<file path="src/rtl/zone_color_acc.sv">
// Zone colour accumulator: sums tier-weighted pixel colours over a frame
// and publishes a clamped (or shift-averaged) G,R,B result at frame end.
module zone_color_acc #(
    parameter int CW      = 8,
    parameter int ACC_W   = 16,
    parameter int SH1     = 1,
    parameter int SH2     = 4,
    parameter int SH3     = 6,
    parameter int MODE    = 0,
    parameter int NORM_SH = 4
) (
    input  logic            clk,
    input  logic            rst,
    input  logic            frame_start,
    input  logic            frame_end,
    input  logic            pix_valid,
    input  logic [3*CW-1:0] pix_grb,
    input  logic [1:0]      pix_tier,
    output logic [3*CW-1:0] result,
    output logic            result_valid,
    output logic            busy,
    output logic            restart_err
);

    typedef enum logic [1:0] {S_IDLE, S_ACCUM, S_OUTPUT} state_t;

    localparam logic [ACC_W-1:0] CH_MAX = ACC_W'((1 << CW) - 1);

    state_t              state_q, state_d;
    logic [1:0]          rst_sync_q;
    logic                run_ok;
    logic [3*ACC_W-1:0]  acc_q, acc_d;
    logic [9:0]          cnt_q, cnt_d;
    logic [3*CW-1:0]     result_q, result_d, res_ch;
    logic                result_valid_q, result_valid_d;
    logic                restart_err_q, restart_err_d;
    logic                pix_acc, clear_acc;

    // Reset assertion is immediate; release is walked through two flops so
    // the FSM only starts a frame once the release is clean in this domain.
    always_ff @(posedge clk or negedge rst) begin
        if (!rst) rst_sync_q <= 2'b00;
        else      rst_sync_q <= {rst_sync_q[0], 1'b1};
    end

    assign run_ok = rst_sync_q[1];

    // A restart (frame_start without frame_end) discards the same-cycle pixel
    // along with everything accumulated so far.
    assign pix_acc   = (state_q == S_ACCUM) && pix_valid && (pix_tier != 2'd0)
                       && !(frame_start && !frame_end);
    assign clear_acc = ((state_q == S_IDLE) && run_ok && frame_start)
                       || ((state_q == S_ACCUM) && frame_start && !frame_end);

    // Per-channel saturating accumulator and output clamp; the clamp reads the
    // next-state value so a pixel arriving with frame_end is included.
    for (genvar gi = 0; gi < 3; gi++) begin : g_ch
        logic [CW-1:0]    chan, shifted;
        logic [ACC_W:0]   sum;
        logic [ACC_W-1:0] acc_cur, acc_new, normed;

        assign chan    = pix_grb[gi*CW +: CW];
        assign shifted = (pix_tier == 2'd1) ? (chan >> SH1) :
                         (pix_tier == 2'd2) ? (chan >> SH2) : (chan >> SH3);
        assign acc_cur = acc_q[gi*ACC_W +: ACC_W];
        assign sum     = {1'b0, acc_cur} + {{(ACC_W+1-CW){1'b0}}, shifted};

        // Next accumulator value: clear, saturating add, or hold.
        always_comb begin
            acc_new = acc_cur;
            if (clear_acc)    acc_new = '0;
            else if (pix_acc) acc_new = sum[ACC_W] ? {ACC_W{1'b1}} : sum[ACC_W-1:0];
        end

        assign acc_d[gi*ACC_W +: ACC_W] = acc_new;
        assign normed = (MODE == 1) ? (acc_new >> NORM_SH) : acc_new;
        assign res_ch[gi*CW +: CW] = (normed > CH_MAX) ? {CW{1'b1}} : normed[CW-1:0];
    end

    // Accepted-pixel counter, saturating at 1023; cleared with the accumulators.
    always_comb begin
        cnt_d = cnt_q;
        if (clear_acc)                      cnt_d = '0;
        else if (pix_acc && cnt_q != 10'h3FF) cnt_d = cnt_q + 10'd1;
    end

    // Next-state and output pulse decode; frame_end takes priority over a
    // simultaneous frame_start while accumulating.
    always_comb begin
        state_d        = state_q;
        result_d       = result_q;
        result_valid_d = 1'b0;
        restart_err_d  = 1'b0;
        case (state_q)
            S_IDLE: begin
                if (run_ok && frame_start) state_d = S_ACCUM;
            end
            S_ACCUM: begin
                if (frame_end) begin
                    state_d        = S_OUTPUT;
                    result_d       = res_ch;
                    result_valid_d = 1'b1;
                end else if (frame_start) begin
                    restart_err_d  = 1'b1;
                end
            end
            S_OUTPUT: state_d = S_IDLE;
            default:  state_d = S_IDLE;
        endcase
    end

    // State, datapath and output registers.
    always_ff @(posedge clk or negedge rst) begin
        if (!rst) begin
            state_q        <= S_IDLE;
            acc_q          <= '0;
            cnt_q          <= '0;
            result_q       <= '0;
            result_valid_q <= 1'b0;
            restart_err_q  <= 1'b0;
        end else begin
            state_q        <= state_d;
            acc_q          <= acc_d;
            cnt_q          <= cnt_d;
            result_q       <= result_d;
            result_valid_q <= result_valid_d;
            restart_err_q  <= restart_err_d;
        end
    end

    assign result       = result_q;
    assign result_valid = result_valid_q;
    assign restart_err  = restart_err_q;
    assign busy         = (state_q != S_IDLE);

endmodule
</file>
<file path="config.mk">
export PLATFORM = sky130hd
export DESIGN_NAME = zone_color_acc
export DESIGN_NICKNAME = d
export VERILOG_FILES = /design/src/rtl/zone_color_acc.sv
export SDC_FILE = /design/constraint.sdc
export NUM_CORES = 1
export LEC_CHECK = 0
export BUFFER_PORTS_ARGS = -buffer_cell sky130_fd_sc_hd__buf_2
export CAP_MARGIN = 20
export CORE_ASPECT_RATIO = 1.75
export CORE_MARGIN = 3
export CORE_UTILIZATION = 47
export CTS_CLUSTER_DIAMETER = 50
export DETAILED_ROUTE_END_ITERATION = 10
export PLACE_DENSITY = 0.66
export SKIP_CTS_REPAIR_TIMING = 1
export SLEW_MARGIN = 20
export SYNTH_ARGS = -nofsm -noshare
export SYNTH_HDL_FRONTEND = slang
export SYNTH_SLANG_ARGS = --single-unit
</file>
<file path="constraint.sdc">
create_clock -name clk -period 3.4 [get_ports clk]
set_input_delay 0.51 -clock clk [delete_from_list [all_inputs] [get_ports clk]]
set_output_delay 0.51 -clock clk [all_outputs]
set_load 0.01 [all_outputs]
</file>
==> results.cfg <==
[status]
status = complete, but fails checks
violations = setup timing

[worst_setup_path]
worstPathRequired_ns = 3.63
crit_path_end_kind = flop
path_cells = buf_12, buf_12, nor2b_4, buf_4, a221o_1, ha_1, a211oi_2, o211a_1, a211oi_4, a211o_1, a221o_1, or4_4, buf_6, o22a_1
critPathSlowestCell = or4_4
path_class = in -> reg
worstPathArrival_ns = 3.75
critical-path-max-stage-delay_ns = 0.53
cp-start-kind = input port
worst-path-max-fanout = 8

[detailed_routing]
drt-initial-drc-count = 253
dr_total_vias = 4769
drt_pass1_iterations = 5
routed_wl_mm = 14.8
viasPerCell = 5.98
drc = 0
wl_per_cell_um = 18.5
antenna_left = 0

[placement]
post-dp-hpwl_mm = 10.7
finalWeightedCongestion = 0.906
io_buffer_count = 54

[floorplan]
die_h_um = 142
die_area_mm2 = 0.0118
rows = 48
start_util_pct = 49.2
top_level_ports = 58
core_mm2 = 0.0100
die_x_um = 83.4

[sta]
finalHoldViolCount = 0
drv_slew = 0
max_freq_ghz = 0.284
worstMarginPinSlew_ns = 0.995
layout_setup_ws_ns = -0.119
finalSetupViolations = 8
rsz0062_at_grt = yes
relSlewSlack_pct = 33.7
skew_ns = 0.00984
fin_tns_setup_ns = -0.874
fin_crit_ns = 3.52
min_period_over_period_pct = 104

[clock_network]
cts_tree = built
clock_sink_count = 78
cts_buffers = 9
h-tree-depth = 3
insertion_delay_ns = 0.35
cts_buffer_depth = 2
path_clk_slew_ns = 0.06
cts-root-buf = clkbuf_16

[synth]
yosys-top-cells-area = dfrtp_1, ha_1, nor2_1
synth_top_area_share_pct = 39.6
synth_top_cell_by_area = dfrtp_1
ys_warn_count = 0
synthCells = 533
synth_ff_type = dfrtp_1
synth-edff-count = 0
netlist_area_mm2 = 0.00493
synth_seq_area_share_pct = 39.6
avgSynthCellArea_um2 = 9.25
yosys.cell_types.count = 73
post-synth-top-count-cell = dfrtp_1
synth_fp_nets = 588
async_reset_ff_share_pct = 100
ys_ff_latch = 78
synth_commonest_cells = dfrtp_1, nor2_1, inv_1, nand2_1

[grt]
grt_use_met2_pct = 46.4
use_met3_pct = 4.59
busiest_layer = met2
antenna_found_initial = 0
grt_pass1_vias = 5023
grt_util_met1_pct = 26.4
grt_usage_pct = 25.2
grt_remaining_overflow = 0
grt_max_degree = 79
grt_pass1_wl_mm = 23.8

[hold_path]
hp-class = in -> async

[pwr]
total_power_uw = 3440
ir_drop_v = 0.000385
power_density_mw_per_mm2 = 519
power.leakage_uw = 0.00315

[final_layout]
fin_nets = 723
area_delta_synth_final_pct = 34.5
antenna_cells = 0
drive_gt1_share_pct = 32.8
fin_util_pct = 66.1

[run]
cap_viol_max_count = 0
registers in the layout (all words and copies together), names as in the netlist:
register and cells:
rst_sync_q 2, restart_err 1, state_q 2, acc_q 48, result 24, result_valid 1
stage by stage:
stage | setup slack (ns) | instance area [um2] | hold slack, ns | cells
5_1_grt | -0.227 | 6630 | 0.369 | 798
6_report | -0.119 | 6630 | 0.318 | 798
2_1_floorplan | -0.212 | 5010 | 0.214 | 533
3_5_place_dp | -0.695 | 5950 | 0.345 | 773
3_3_place_gp | -0.663 | 5950 | 0.336 | 773
4_1_cts | -0.364 | 6300 | 0.358 | 789
per-layer routing:
metal / part of all wire (%) / vias to the layer above
met3: 4.2 / 63
met4: 5.5 / 0
li1: - / 2242
met1: 38 / 2316
met5: 0 / -
met2: 53 / 148
final timing paths:
kind | start | endpoint | slack [ns] | cells past startpoint
max | pix_tier[1] | result[15] | -0.12 | 14
min | rst | result[3] | 0.32 | 1
max reg2reg | acc_q[16] | result[15] | 0.31 | 11
min reg2reg | rst_sync_q[0] | rst_sync_q[1] | 0.36 | 0
max in group asynchronous | rst | acc_q[44] | 2.42 | 1
min in group clk | rst_sync_q[0] | rst_sync_q[1] | 0.36 | 0
cells by family after synthesis:
group | share of synthesized area (%)
xor gates and xnor gates | 2.66
muxes | 1.27
and+or+nand+nor | 20.5
adders and majority gates | 6.55
AOI/OAI and AO/OA | 24.9
buffers and inverters | 4.44
DFF | 39.6
other | 0.0760
area by class of cell:
cell class	count	area, um2
Multi-Input combinational cell	399	3020
Timing Repair Buffer	146	1020
Inverter	34	128
Clock inverter	6	116
Clock buffer	10	239
Sequential cell	78	1950
Tap cell	125	156
Fill cell	809	3400
cells in the final DEF (no fill, tap or decap), drive strengths merged, types with 5 or more instances in the layout:
cell	synthesis	routed
o21ai	23	23
a211oi	11	11
inv	33	35
nor2b	10	10
and2	15	15
o221ai	7	7
buf	7	144
a21o	7	7
nand2	29	29
a311oi	6	6
and3	15	15
nand3	15	15
clkbuf	15	12
a31oi	26	26
nor3	14	14
ha	21	21
a21oi	26	26
o211ai	7	7
or2	6	6
o22a	9	9
nand2b	11	11
dfrtp	78	78
and4	5	5
nor2	44	44
o21a	14	14
xnor2	11	11
a211o	6	6
power breakdown:
part / switching [uW] / leakage (uW) / internal (uW)
clock network: 408 / 0.000174 / 744
logic: 557 / 0.00196 / 506
registers: 113 / 0.00101 / 1110
worst max-delay path, delay by kind of cell:
family / cells / cell delay, ns
fa+ha+maj: 1 / 0.34
buf+inv: 4 / 0.52
simple gates: 2 / 0.66
compound gates: 7 / 1.71
Note: power is estimated with default switching activity, not from simulation.
